<file path="src/rtl/mc_ctrl_pkg.sv">
// Shared types and encodings for the multi-cycle MIPS controller: FSM states,
// instruction classes, opcode/funct constants and datapath control encodings.
package mc_ctrl_pkg;

  localparam int unsigned ALU_OP_W = 4;
  localparam int unsigned COND_W   = 3;
  localparam int unsigned SEL_W    = 2;

  typedef enum logic [2:0] {
    ST_FETCH  = 3'd0,
    ST_DECODE = 3'd1,
    ST_EXEC   = 3'd2,
    ST_MEM    = 3'd3,
    ST_WB     = 3'd4,
    ST_TRAP   = 3'd5,
    ST_HALT   = 3'd6
  } state_e;

  typedef enum logic [2:0] {
    IC_NOP    = 3'd0,
    IC_ALU    = 3'd1,
    IC_BRANCH = 3'd2,
    IC_JUMP   = 3'd3,
    IC_LOAD   = 3'd4,
    IC_STORE  = 3'd5
  } iclass_e;

  localparam logic [5:0] OP_RTYPE  = 6'h00;
  localparam logic [5:0] OP_REGIMM = 6'h01;
  localparam logic [5:0] OP_J      = 6'h02;
  localparam logic [5:0] OP_BEQ    = 6'h04;
  localparam logic [5:0] OP_BNE    = 6'h05;
  localparam logic [5:0] OP_BLEZ   = 6'h06;
  localparam logic [5:0] OP_BGTZ   = 6'h07;
  localparam logic [5:0] OP_ADDI   = 6'h08;
  localparam logic [5:0] OP_ADDIU  = 6'h09;
  localparam logic [5:0] OP_SLTI   = 6'h0a;
  localparam logic [5:0] OP_SLTIU  = 6'h0b;
  localparam logic [5:0] OP_ANDI   = 6'h0c;
  localparam logic [5:0] OP_ORI    = 6'h0d;
  localparam logic [5:0] OP_XORI   = 6'h0e;
  localparam logic [5:0] OP_LUI    = 6'h0f;
  localparam logic [5:0] OP_LB     = 6'h20;
  localparam logic [5:0] OP_LW     = 6'h23;
  localparam logic [5:0] OP_LBU    = 6'h24;
  localparam logic [5:0] OP_SB     = 6'h28;
  localparam logic [5:0] OP_SW     = 6'h2b;

  localparam logic [5:0] FN_SLL  = 6'h00;
  localparam logic [5:0] FN_SRL  = 6'h02;
  localparam logic [5:0] FN_SRA  = 6'h03;
  localparam logic [5:0] FN_SLLV = 6'h04;
  localparam logic [5:0] FN_SRLV = 6'h06;
  localparam logic [5:0] FN_SRAV = 6'h07;
  localparam logic [5:0] FN_ADD  = 6'h20;
  localparam logic [5:0] FN_ADDU = 6'h21;
  localparam logic [5:0] FN_SUB  = 6'h22;
  localparam logic [5:0] FN_SUBU = 6'h23;
  localparam logic [5:0] FN_AND  = 6'h24;
  localparam logic [5:0] FN_OR   = 6'h25;
  localparam logic [5:0] FN_XOR  = 6'h26;
  localparam logic [5:0] FN_NOR  = 6'h27;
  localparam logic [5:0] FN_SLT  = 6'h2a;
  localparam logic [5:0] FN_SLTU = 6'h2b;

  localparam logic [ALU_OP_W-1:0] ALU_ADDU = 4'b0000;
  localparam logic [ALU_OP_W-1:0] ALU_SUBU = 4'b0001;
  localparam logic [ALU_OP_W-1:0] ALU_AND  = 4'b0100;
  localparam logic [ALU_OP_W-1:0] ALU_SLT  = 4'b0101;
  localparam logic [ALU_OP_W-1:0] ALU_OR   = 4'b0110;
  localparam logic [ALU_OP_W-1:0] ALU_SLTU = 4'b0111;
  localparam logic [ALU_OP_W-1:0] ALU_NOR  = 4'b1000;
  localparam logic [ALU_OP_W-1:0] ALU_XOR  = 4'b1001;
  localparam logic [ALU_OP_W-1:0] ALU_ADD  = 4'b1110;
  localparam logic [ALU_OP_W-1:0] ALU_SUB  = 4'b1111;

  localparam logic [COND_W-1:0] COND_BEQ  = 3'b001;
  localparam logic [COND_W-1:0] COND_BNE  = 3'b010;
  localparam logic [COND_W-1:0] COND_BGEZ = 3'b011;
  localparam logic [COND_W-1:0] COND_BGTZ = 3'b100;
  localparam logic [COND_W-1:0] COND_BLEZ = 3'b101;
  localparam logic [COND_W-1:0] COND_BLTZ = 3'b110;

  localparam logic [SEL_W-1:0] LD_WORD  = 2'b00;
  localparam logic [SEL_W-1:0] LD_BYTE  = 2'b01;
  localparam logic [SEL_W-1:0] LD_BYTEU = 2'b10;

  localparam logic [SEL_W-1:0] SH_SLL = 2'b00;
  localparam logic [SEL_W-1:0] SH_SRL = 2'b01;
  localparam logic [SEL_W-1:0] SH_SRA = 2'b10;

  localparam logic [SEL_W-1:0] BSEL_RT  = 2'b00;
  localparam logic [SEL_W-1:0] BSEL_IMM = 2'b01;
  localparam logic [SEL_W-1:0] BSEL_LUI = 2'b10;

  localparam logic [SEL_W-1:0] PC_SEQ    = 2'b00;
  localparam logic [SEL_W-1:0] PC_BRANCH = 2'b01;
  localparam logic [SEL_W-1:0] PC_JUMP   = 2'b10;
  localparam logic [SEL_W-1:0] PC_TRAP   = 2'b11;

  typedef struct packed {
    iclass_e             iclass;
    logic [ALU_OP_W-1:0] alu_op;
    logic [SEL_W-1:0]    shift_op;
    logic [SEL_W-1:0]    b_in_sel;
    logic [COND_W-1:0]   condition;
    logic [SEL_W-1:0]    load_ext;
    logic                jump;
    logic                extend_sel;
    logic                shift_amount_sel;
    logic                rd_addr_sel;
    logic                alu_shift_sel;
    logic                rt_addr_sel;
    logic                ovf_chk;
    logic                byte_store;
  } ctrl_t;

  // Shifter operation from the low two funct bits (sll/srl/sra and their v-forms).
  function automatic logic [SEL_W-1:0] shift_op_of(input logic [1:0] fn_lo);
    case (fn_lo)
      2'b00:   return SH_SLL;
      2'b10:   return SH_SRL;
      default: return SH_SRA;
    endcase
  endfunction

endpackage

</file>
<file path="src/rtl/mc_decode.sv">
// Combinational instruction decoder: IR fields to static control fields and
// instruction class. Anything not recognised decodes to IC_NOP.
module mc_decode
  import mc_ctrl_pkg::*;
(
  input  logic [5:0] op,
  input  logic [4:0] rs,
  input  logic [4:0] rt,
  input  logic [4:0] shamt,
  input  logic [5:0] func,
  output ctrl_t      ctrl
);

  always_comb begin
    ctrl = '0;
    case (op)
      OP_RTYPE: begin
        ctrl.iclass      = IC_ALU;
        ctrl.rd_addr_sel = 1'b1;
        case (func)
          FN_ADD:  begin ctrl.alu_op = ALU_ADD; ctrl.ovf_chk = 1'b1; end
          FN_ADDU: ctrl.alu_op = ALU_ADDU;
          FN_SUB:  begin ctrl.alu_op = ALU_SUB; ctrl.ovf_chk = 1'b1; end
          FN_SUBU: ctrl.alu_op = ALU_SUBU;
          FN_AND:  ctrl.alu_op = ALU_AND;
          FN_OR:   ctrl.alu_op = ALU_OR;
          FN_XOR:  ctrl.alu_op = ALU_XOR;
          FN_NOR:  ctrl.alu_op = ALU_NOR;
          FN_SLT:  ctrl.alu_op = ALU_SLT;
          FN_SLTU: ctrl.alu_op = ALU_SLTU;
          FN_SLL, FN_SRL, FN_SRA: begin
            ctrl.alu_shift_sel = 1'b1;
            ctrl.shift_op      = shift_op_of(func[1:0]);
            // Non-zero rs is illegal here; sll $0,$0,0 is the canonical nop.
            if (rs != '0 || (func == FN_SLL && rt == '0 && shamt == '0))
              ctrl.iclass = IC_NOP;
          end
          FN_SLLV, FN_SRLV, FN_SRAV: begin
            ctrl.alu_shift_sel    = 1'b1;
            ctrl.shift_amount_sel = 1'b1;
            ctrl.shift_op         = shift_op_of(func[1:0]);
            if (shamt != '0) ctrl.iclass = IC_NOP;
          end
          default: ctrl.iclass = IC_NOP;
        endcase
      end
      OP_ADDI, OP_ADDIU, OP_SLTI, OP_SLTIU, OP_ANDI, OP_ORI, OP_XORI, OP_LUI: begin
        ctrl.iclass   = IC_ALU;
        ctrl.b_in_sel = BSEL_IMM;
        case (op)
          OP_ADDI:  begin ctrl.alu_op = ALU_ADD; ctrl.ovf_chk = 1'b1; ctrl.extend_sel = 1'b1; end
          OP_ADDIU: begin ctrl.alu_op = ALU_ADDU; ctrl.extend_sel = 1'b1; end
          OP_SLTI:  begin ctrl.alu_op = ALU_SLT;  ctrl.extend_sel = 1'b1; end
          OP_SLTIU: begin ctrl.alu_op = ALU_SLTU; ctrl.extend_sel = 1'b1; end
          OP_ANDI:  ctrl.alu_op = ALU_AND;
          OP_ORI:   ctrl.alu_op = ALU_OR;
          OP_XORI:  ctrl.alu_op = ALU_XOR;
          default:  begin ctrl.alu_op = ALU_ADDU; ctrl.b_in_sel = BSEL_LUI; end
        endcase
      end
      OP_BEQ, OP_BNE, OP_BLEZ, OP_BGTZ, OP_REGIMM: begin
        ctrl.iclass      = IC_BRANCH;
        ctrl.alu_op      = ALU_SUBU;
        ctrl.extend_sel  = 1'b1;
        ctrl.rt_addr_sel = (op != OP_BEQ && op != OP_BNE);
        case (op)
          OP_BEQ:  ctrl.condition = COND_BEQ;
          OP_BNE:  ctrl.condition = COND_BNE;
          OP_BLEZ: ctrl.condition = COND_BLEZ;
          OP_BGTZ: ctrl.condition = COND_BGTZ;
          default: begin
            if (rt == 5'd0)      ctrl.condition = COND_BLTZ;
            else if (rt == 5'd1) ctrl.condition = COND_BGEZ;
            else                 ctrl.iclass    = IC_NOP;
          end
        endcase
      end
      OP_J: begin
        ctrl.iclass = IC_JUMP;
        ctrl.jump   = 1'b1;
      end
      OP_LW, OP_LB, OP_LBU, OP_SW, OP_SB: begin
        ctrl.iclass     = (op == OP_SW || op == OP_SB) ? IC_STORE : IC_LOAD;
        ctrl.alu_op     = ALU_ADDU;
        ctrl.b_in_sel   = BSEL_IMM;
        ctrl.extend_sel = 1'b1;
        ctrl.byte_store = (op == OP_SB);
        ctrl.load_ext   = (op == OP_LB) ? LD_BYTE : (op == OP_LBU) ? LD_BYTEU : LD_WORD;
      end
      default: ctrl.iclass = IC_NOP;
    endcase
  end

endmodule

</file>
<file path="src/rtl/mc_controller.sv">
// Multi-cycle MIPS controller: FETCH/DECODE/EXEC/MEM/WB sequencing over a ready
// handshake with bus timeout. Optional overflow trap enabled by MC_OVF_TRAP_EN.
module mc_controller
  import mc_ctrl_pkg::*;
#(
  parameter int unsigned TIMEOUT_CYCLES = 16,
  parameter logic [31:0] TRAP_VECTOR    = 32'h0000_0180
) (
  input  logic                clk,
  input  logic                rst,
  input  logic [5:0]          op,
  input  logic [4:0]          Rs,
  input  logic [4:0]          Rt,
  input  logic [4:0]          Shamt,
  input  logic [5:0]          Func,
  input  logic                Overflow_out,
  input  logic                branch_true,
  input  logic [1:0]          addr_lo,
  input  logic                mem_ready,
  output logic                mem_req,
  output logic                mem_we,
  output logic [3:0]          mem_be,
  output logic                mem_addr_sel,
  output logic                ir_we,
  output logic                pc_we,
  output logic [SEL_W-1:0]    pc_src,
  output logic [3:0]          Rd_byte_w_en,
  output logic                Jump,
  output logic                Extend_sel,
  output logic                Shift_amount_sel,
  output logic                Rd_addr_sel,
  output logic                ALU_Shift_sel,
  output logic                Rt_addr_sel,
  output logic [SEL_W-1:0]    Shift_op,
  output logic [SEL_W-1:0]    B_in_sel,
  output logic [ALU_OP_W-1:0] ALU_op,
  output logic [COND_W-1:0]   condition,
  output logic [SEL_W-1:0]    load_ext,
  output logic                bus_err,
  output logic                exc,
  output logic [2:0]          state_o
);

  localparam int unsigned CNT_W        = (TIMEOUT_CYCLES < 2) ? 1 : $clog2(TIMEOUT_CYCLES);
  localparam int unsigned TIMEOUT_LAST = (TIMEOUT_CYCLES == 0) ? 0 : TIMEOUT_CYCLES - 1;

  // The PC mux takes the trap vector from the datapath; reject a misaligned one.
  if (TRAP_VECTOR[1:0] != 2'b00) begin : g_trap_vector_check
    $error("mc_controller: TRAP_VECTOR must be word aligned");
  end

  state_e             state_q, state_d;
  ctrl_t              ctrl_q, dec_ctrl;
  logic [CNT_W-1:0]   cnt_q;
  logic               live_q;
  logic               ovf_q;
  logic               mem_wait;
  logic               timeout_hit;
  logic               drive_static;

  mc_decode u_decode (
    .op    (op),
    .rs    (Rs),
    .rt    (Rt),
    .shamt (Shamt),
    .func  (Func),
    .ctrl  (dec_ctrl)
  );

  // live_q keeps requests off for the first cycle after reset is sampled.
  assign mem_wait    = (((state_q == ST_FETCH) && live_q) || (state_q == ST_MEM)) && !mem_ready;
  assign timeout_hit = (TIMEOUT_CYCLES != 0) && mem_wait && (cnt_q == CNT_W'(TIMEOUT_LAST));
  assign state_o     = state_q;

  always_ff @(posedge clk) begin
    if (rst) begin
      state_q <= ST_FETCH;
      live_q  <= 1'b0;
      cnt_q   <= '0;
      ovf_q   <= 1'b0;
      bus_err <= 1'b0;
      ctrl_q  <= '0;
    end else begin
      state_q <= state_d;
      live_q  <= 1'b1;
      if (state_d != state_q) cnt_q <= '0;
      else if (mem_wait)      cnt_q <= cnt_q + CNT_W'(1);
      if (state_q == ST_DECODE) ctrl_q <= dec_ctrl;
      if (state_q == ST_EXEC && ctrl_q.iclass == IC_ALU) ovf_q <= Overflow_out;
      if (timeout_hit) bus_err <= 1'b1;
    end
  end

  always_comb begin
    state_d          = state_q;
    drive_static     = 1'b0;
    mem_req          = 1'b0;
    mem_we           = 1'b0;
    mem_be           = '0;
    mem_addr_sel     = 1'b0;
    ir_we            = 1'b0;
    pc_we            = 1'b0;
    pc_src           = PC_SEQ;
    Rd_byte_w_en     = '0;
    Jump             = 1'b0;
    Extend_sel       = 1'b0;
    Shift_amount_sel = 1'b0;
    Rd_addr_sel      = 1'b0;
    ALU_Shift_sel    = 1'b0;
    Rt_addr_sel      = 1'b0;
    Shift_op         = '0;
    B_in_sel         = '0;
    ALU_op           = '0;
    condition        = '0;
    load_ext         = '0;
    exc              = 1'b0;

    case (state_q)
      ST_FETCH: begin
        if (live_q) begin
          mem_req = 1'b1;
          if (mem_ready) begin
            ir_we   = 1'b1;
            pc_we   = 1'b1;
            state_d = ST_DECODE;
          end else if (timeout_hit) begin
            state_d = ST_HALT;
          end
        end
      end
      ST_DECODE: state_d = ST_EXEC;
      ST_EXEC: begin
        drive_static = 1'b1;
        case (ctrl_q.iclass)
          IC_BRANCH: begin
            pc_we   = branch_true;
            pc_src  = PC_BRANCH;
            state_d = ST_FETCH;
          end
          IC_JUMP: begin
            pc_we   = 1'b1;
            pc_src  = PC_JUMP;
            state_d = ST_FETCH;
          end
          IC_LOAD, IC_STORE: state_d = ST_MEM;
          IC_ALU: begin
`ifdef MC_OVF_TRAP_EN
            state_d = (ctrl_q.ovf_chk && Overflow_out) ? ST_TRAP : ST_WB;
`else
            state_d = ST_WB;
`endif
          end
          default: state_d = ST_FETCH;
        endcase
      end
      ST_MEM: begin
        drive_static = 1'b1;
        mem_req      = 1'b1;
        mem_addr_sel = 1'b1;
        if (ctrl_q.iclass == IC_STORE) begin
          mem_we = 1'b1;
          mem_be = ctrl_q.byte_store ? (4'b0001 << addr_lo) : 4'b1111;
        end else begin
          load_ext = ctrl_q.load_ext;
        end
        if (mem_ready)        state_d = (ctrl_q.iclass == IC_LOAD) ? ST_WB : ST_FETCH;
        else if (timeout_hit) state_d = ST_HALT;
      end
      ST_WB: begin
        drive_static = 1'b1;
        if (ctrl_q.iclass == IC_LOAD) load_ext = ctrl_q.load_ext;
        // Signed overflow on add/addi/sub discards the result.
        Rd_byte_w_en = (ovf_q && ctrl_q.ovf_chk) ? 4'b0000 : 4'b1111;
        state_d      = ST_FETCH;
      end
`ifdef MC_OVF_TRAP_EN
      ST_TRAP: begin
        exc     = 1'b1;
        pc_we   = 1'b1;
        pc_src  = PC_TRAP;
        state_d = ST_FETCH;
      end
`endif
      ST_HALT: state_d = ST_HALT;
      default: state_d = ST_FETCH;
    endcase

    if (drive_static) begin
      Jump             = ctrl_q.jump;
      Extend_sel       = ctrl_q.extend_sel;
      Shift_amount_sel = ctrl_q.shift_amount_sel;
      Rd_addr_sel      = ctrl_q.rd_addr_sel;
      ALU_Shift_sel    = ctrl_q.alu_shift_sel;
      Rt_addr_sel      = ctrl_q.rt_addr_sel;
      Shift_op         = ctrl_q.shift_op;
      B_in_sel         = ctrl_q.b_in_sel;
      ALU_op           = ctrl_q.alu_op;
      condition        = ctrl_q.condition;
    end
  end

endmodule

</file>
<file path="config.mk">
export PLATFORM = sky130hd
export DESIGN_NAME = mc_controller
export DESIGN_NICKNAME = d
export VERILOG_FILES = /design/src/rtl/mc_ctrl_pkg.sv /design/src/rtl/mc_decode.sv /design/src/rtl/mc_controller.sv
export SDC_FILE = /design/constraint.sdc
export NUM_CORES = 1
export LEC_CHECK = 0
export ABC_CLOCK_PERIOD_IN_PS = 1900
export CAP_MARGIN = 25
export CORE_ASPECT_RATIO = 2
export CORE_MARGIN = 2
export CORE_UTILIZATION = 65
export CTS_BUF_LIST = sky130_fd_sc_hd__clkbuf_8
export CTS_CLUSTER_DIAMETER = 80
export DETAILED_ROUTE_END_ITERATION = 16
export DONT_BUFFER_PORTS = 1
export PLACE_DENSITY = 0.9
export SLEW_MARGIN = 20
export SYNTH_ARGS = -nofsm -noshare
export SYNTH_HDL_FRONTEND = slang
export SYNTH_HIERARCHICAL = 1
export SYNTH_SLANG_ARGS = --single-unit
</file>
<file path="constraint.sdc">
create_clock -name clk -period 1.9 [get_ports clk]
set_input_delay 0.38 -clock clk [delete_from_list [all_inputs] [get_ports clk]]
set_output_delay 0.38 -clock clk [all_outputs]
set_load 0.02 [all_outputs]
</file>
==> results of run 1 <==
## cells in the mapped netlist (2+ instances only)
library cell / n / share of area, %
nand2_1: 65 / 11
a21oi_1: 41 / 8.9
dfxtp_1: 34 / 30
nor2_1: 25 / 4.1
nor2b_1: 22 / 6.0
clkbuf_1: 12 / 2.0
inv_1: 11 / 1.8
buf_4: 8 / 2.6
nand2b_1: 8 / 2.2
nor3_1: 8 / 1.7
o21ai_0: 6 / 1.3
a21boi_0: 4 / 1.3
buf_2: 4 / 0.87
xor2_1: 4 / 1.5
a31oi_1: 3 / 0.82
and2_1: 3 / 0.82
mux2i_1: 3 / 1.3
nand4_1: 3 / 0.82
o22ai_1: 3 / 0.82
a211oi_1: 2 / 0.65
and3_1: 2 / 0.54
nand2_2: 2 / 0.54
nand3_1: 2 / 0.43
nor4_1: 2 / 0.54
o21bai_1: 2 / 0.65
o32ai_1: 2 / 0.76
o41ai_1: 2 / 0.76
or4_1: 2 / 0.65
## where the power goes
part | internal [mW] | switching (mW)
Sequential | 0.717 | 0.00907
Combinational | 0.0863 | 0.114
Clock | 0.287 | 0.254
Total | 1.09 | 0.377
## repair_timing
action	in CTS	in global routing
gates cloned	0	0
pin swaps	2	1
setup endpoints to repair	28	25
setup buffers	3	3
gates resized for setup	39	12
## state kept, by name, indices dropped and copies added (netlist names)
name	cells
live_q	1
cnt_q	4
state_o	3
ctrl_q	24
bus_err	1
ovf_q	1
## area by class of cell
| cell class | instances | area share [%] |
|---|---|---|
| multi-input combinational | 249 | 57.90 |
| timing repair buffer | 31 | 10.57 |
| clock buffer | 6 | 3.007 |
| inverter | 11 | 1.503 |
| clock inverter | 2 | 0.3189 |
| sequential | 34 | 25.24 |
| tap | 32 | 1.458 |
## layer usage
layer  vias up  GRT usage, %  routed length (um)
met5         -             0                   0
met2       134         60.73                3747
met4         0         21.56                 416
met1      1091         31.97                2361
met3        32         7.629                 455
li1       1115             -                   -
## per-stage QoR
step | TNS [ns] | total power [mW] | utilization (%) | instances | hold WS [ns]
floorplan | -0.003607 | 0.9047 | - | 320 | 0.4317
global placement | 0 | 0.9095 | 71.37 | 351 | 0.4314
detailed placement | 0 | 0.9150 | 71.37 | 351 | 0.4397
CTS | -0.1812 | 1.459 | 79.26 | 362 | 0.1556
global route | -1.344 | 1.520 | 81.30 | 365 | 0.1451
finish | -0.3454 | 1.467 | 81.30 | 365 | 0.1607
## worst paths after layout
path,endpoint,depth (start not counted),startpoint,slack [ns]
max,mem_be[2],4,state_o[2],-0.06
max reg2reg,cnt_q[1],6,state_o[0],0.09
min reg2reg,ctrl_q[11],2,ctrl_q[11],0.45
min,ctrl_q[6],1,rst,0.16
## kinds of logic (layout without fill, tap and decap cells)
kind of cell             count (synthesis)  after routing  synth area share (%)
XOR/XNOR                                 5              5                 1.902
adder cells (fa/ha/maj)                  1              1                0.5434
other                                    1              1                0.1629
AO/OA/AOI/OAI                           76             76                 21.63
multiplexers                             3              3                 1.304
flip-flops                              34             34                 29.57
AND/OR/NAND/NOR                        163            163                 36.96
buffers and inverters                   37             50                 7.935
## critical path, cell delays in order, from the launching register on
cell	delay, ns
dfxtp_4	0.38
and3b_2	0.34
nand3_2	0.16
a21oi_1	0.23
buf_4	0.18
==> flow_metrics.tcl, run 1 <==
set metrics [dict create \
    outcome "finished, violations left" \
    failed_checks "negative setup slack" \
    antenna_found_initial 0 \
    cts_buffers 5 \
    rsz0062_at_grt "yes" \
    period_minus_slack_ns 1.958 \
    rows 30 \
    crit_type "reg2out" \
    viasPerCell 6.499 \
    worst_slack_ns -0.05839 \
    clockRootBuffer "clkbuf_8" \
    antenna-diode-count 0 \
    wl_per_cell_um 19.12 \
    fin_area_mm2 0.002746 \
    path_max_fanout 5 \
    die_w_um 46.08 \
    fmax_ghz 0.5106 \
    dieArea_mm2 0.004063 \
    synth-edff-count 0 \
    drtIter0Drc 100 \
    max-cap-violations 0 \
    ant_nets 0 \
    grt_max_degree 28 \
    coreArea_mm2 0.003378 \
    path_clk_slew_ns 0.07 \
    cts_hold_buf 0 \
    setup_viol 18 \
    place_congestion 0.8280 \
    overflow 0 \
    multiInputGateArea_mm2 0.001590 \
    drc 0 \
    ys_seq_area_share_pct 29.57 \
    cp.arrival_ns 1.58 \
    drive_above_1_share_pct 25.23 \
    clk_latency_ns 0.28 \
    hold_path_class "in2reg" \
    hpwl_um 4521 \
    tightestPinTransition_ns 0.5221 \
    firstDrtPassIters 4 \
    register_area_um2 693.2 \
    p_per_area_mw_per_mm2 534.3 \
    synthArstFlopShare_pct 0 \
    synth_area_mm2 0.002302 \
    power_leakage_nw 0.9846 \
    layout_common_cells "nand2_1, a21oi_1, dfxtp_1, buf_4, nor2_1" \
    io-pin-count 73 \
    cp-start-kind "flip-flop" \
    syn_area_per_cell_um2 7.194 \
    synthesis.nets 355 \
    grt_usage_pct 33.85 \
    ys_types 63 \
    clockBufferDepth 2 \
    maxSlewHeadroom_pct 64.96 \
    cts.sinks 34 \
    port_buffers 0 \
    layout.nets 367 \
    cts_tree "built" \
    finalHoldViolations 0 \
    required_ns 1.52 \
    pre_cts_slack_ns 0.07380 \
    end_kind "output pin" \
    num_vias 2372 \
    maxSlewViolCount 0 \
    final.setup_skew_ns 0.002277 \
    die_h_um 88.17 \
    placed_area_mm2 0.002411 \
    synth-seq-cells 34 \
    grt_pass1_vias 2235 \
    wirelength_um 6980 \
    synthCells 320 \
    initial_core_util_pct 68.15 \
    cts-htree-levels 2 \
    yosys_warnings 6 \
    final_common_cell "nand2_1" \
    n_fill_cell 201 \
    max-vdd-ir-drop_uv 387.6 \
    grt_pass1_wl_um 10010 \
    yosys_most_used_dff "dfxtp_1" \
    finalCritPeriodShare_pct 103.1 \
    syn_to_final_growth_pct 19.29 \
]
Note: power is estimated with default switching activity, not from simulation.
==> run 2, diff against run 1 <==
Settings changed: GPL_TIMING_DRIVEN from default to 0, SKIP_CTS_REPAIR_TIMING from default to 1, SKIP_LAST_GASP from default to 1.
==> flow_metrics.tcl, run 2 (synthesis gave the netlist of run 1 again) <==
set metrics [dict create \
    outcome "finished, violations left" \
    failed_checks "negative setup slack" \
    cp.arrival_ns 1.84 \
    antenna-diode-count 0 \
    cp_common_cell "buf_4" \
    fmax_ghz 0.4507 \
    crit_type "reg2out" \
    pwr-share-comb_pct 16.1 \
    maxSlewHeadroom_pct 48.35 \
    whs_ns 0.2544 \
    finalHoldViolations 0 \
    crit_chain "buf_4 > and3b_1 > buf_4 > a31oi_2 > a21oi_2 > and2_2" \
    critPathSlowestCell "dfxtp_4" \
    path_max_fanout 10 \
    switching_share_pct 28.73 \
    wirelength_um 7683 \
    p_clk_share_pct 36.9 \
    path_clk_slew_ns 0.07 \
    place_congestion 0.8451 \
    firstDrtPassIters 5 \
    cts_buffers 5 \
    drive_above_1_share_pct 26.19 \
    max-cap-violations 0 \
    drc 0 \
    tightestPinTransition_ns 0.7676 \
    clk_latency_ns 0.29 \
    hold_path_depth 2 \
    worst_slack_ns -0.3188 \
    grt_pass1_vias 2080 \
    overflow 0 \
    end_kind "output pin" \
    power_leakage_nw 0.9892 \
    hold_path_class "in2reg" \
    syn_to_final_growth_pct 25.22 \
    cts_tree "built" \
    rows 30 \
    max-vdd-ir-drop_uv 460.1 \
    cp-start-kind "flip-flop" \
    port_buffers 0 \
    max_stage_delay_ns 0.40 \
    coreArea_mm2 0.003378 \
    dieArea_mm2 0.004063 \
    layout_common_cells "nand2_1, a21oi_1, dfxtp_1, nor2_1, nor2b_4" \
    drtIter0Drc 180 \
    rsz0062_at_grt "yes" \
    antenna_found_initial 0 \
    clockRootBuffer "clkbuf_8" \
    grt_max_degree 12 \
    maxSlewViolCount 0 \
    placedCellCount 352 \
    r2r_slack_ns -0.05 \
    clockBufferDepth 2 \
    timing.rr.start "state_o[0]" \
    seqPwrFrac_pct 46.9 \
    layout.nets 370 \
    hpwl_um 4512 \
    stdcell_count 368 \
    required_ns 1.52 \
    startpoint "state_o[0]" \
    grt_usage_pct 29.13 \
    grt_pass1_wl_um 8756 \
    setup_viol 30 \
    io-pin-count 73 \
    period_minus_slack_ns 2.219 \
    final_common_cell "nand2_1" \
    final.setup_skew_ns 0.004056 \
    viasPerCell 6.774 \
    cts.sinks 34 \
    cts-htree-levels 2 \
    initial_core_util_pct 68.15 \
    largest_reg_flops 24 \
    reg2reg_depth 7 \
    power.internal_mw 1.103 \
    n_fill_cell 185 \
    wl_per_cell_um 20.88 \
    num_vias 2493 \
    finalCritPeriodShare_pct 116.8 \
    p_per_area_mw_per_mm2 536.7 \
    top_register "ctrl_q" \
    crit_path_end "load_ext[1]" \
    p_sw_uw 444.6 \
    ant_nets 0 \
    reg2reg_to "ctrl_q[0]" \
    die_w_um 46.08 \
    die_h_um 88.17 \
]
-- run 2: final cells by class --
| type | instances | area (um^2) | area share (%) |
|---|---|---|---|
| Buffer | 26 | 185.2 | 6.424 |
| Inverter | 11 | 43.79 | 1.519 |
| Sequential cell | 34 | 691.9 | 24.00 |
| Clock inverter | 2 | 12.51 | 0.4340 |
| Timing Repair Buffer | 8 | 90.09 | 3.125 |
| Clock buffer | 6 | 82.58 | 2.865 |
| Multi-Input combinational cell | 249 | 1737 | 60.24 |
| Tap cell | 32 | 40.04 | 1.389 |
-- run 2: worst max-delay path, delay by kind of cell (launching register included) --
family | cells | cell delay, ns
AO/OA/AOI/OAI | 2 | 0.28
flip-flops | 1 | 0.40
AND/OR/NAND/NOR | 2 | 0.45
buffers and inverters | 2 | 0.43
-- run 2: power groups by stage --
stage          registers [mW]  logic, mW  clock network [mW]
3_5_place_dp            0.744      0.198                   0
5_1_grt                 0.727      0.267               0.593
3_3_place_gp            0.743      0.195                   0
6_report                0.726      0.249               0.571
2_1_floorplan           0.742      0.163                   0
4_1_cts                 0.727      0.199               0.552
-- run 2: worst min-delay path by stage --
| stage | from | to | slack [ns] |
|---|---|---|---|
| floorplan | ctrl_q[8] | ctrl_q[8] | 0.43 |
| global placement | ctrl_q[7] | ctrl_q[7] | 0.44 |
| detailed placement | ctrl_q[7] | ctrl_q[7] | 0.44 |
| CTS | Overflow_out | ovf_q | 0.27 |
| global route | Overflow_out | ovf_q | 0.28 |
| finish | Overflow_out | ovf_q | 0.25 |
-- run 2: per-layer routing --
layer	routed length (um)	vias up	track usage, %
met4	353	0	16.62
li1	-	1123	-
met2	4071	182	55.43
met5	0	-	0
met1	2711	1145	26.91
met3	547	43	3.918
-- run 2: stage by stage --
stage	power [mW]	TNS [ns]	worst slack, ns	utilization (%)	cell area [um^2]
2_1_floorplan	0.9047	-0.003607	-0.003607	-	2310
3_3_place_gp	0.9376	-3.393	-0.2275	69.56	2350
3_5_place_dp	0.9418	-3.801	-0.2467	69.56	2350
4_1_cts	1.478	-13.68	-0.5610	72.37	2445
5_1_grt	1.587	-7.108	-0.3784	85.33	2883
6_report	1.547	-5.492	-0.3188	85.33	2883
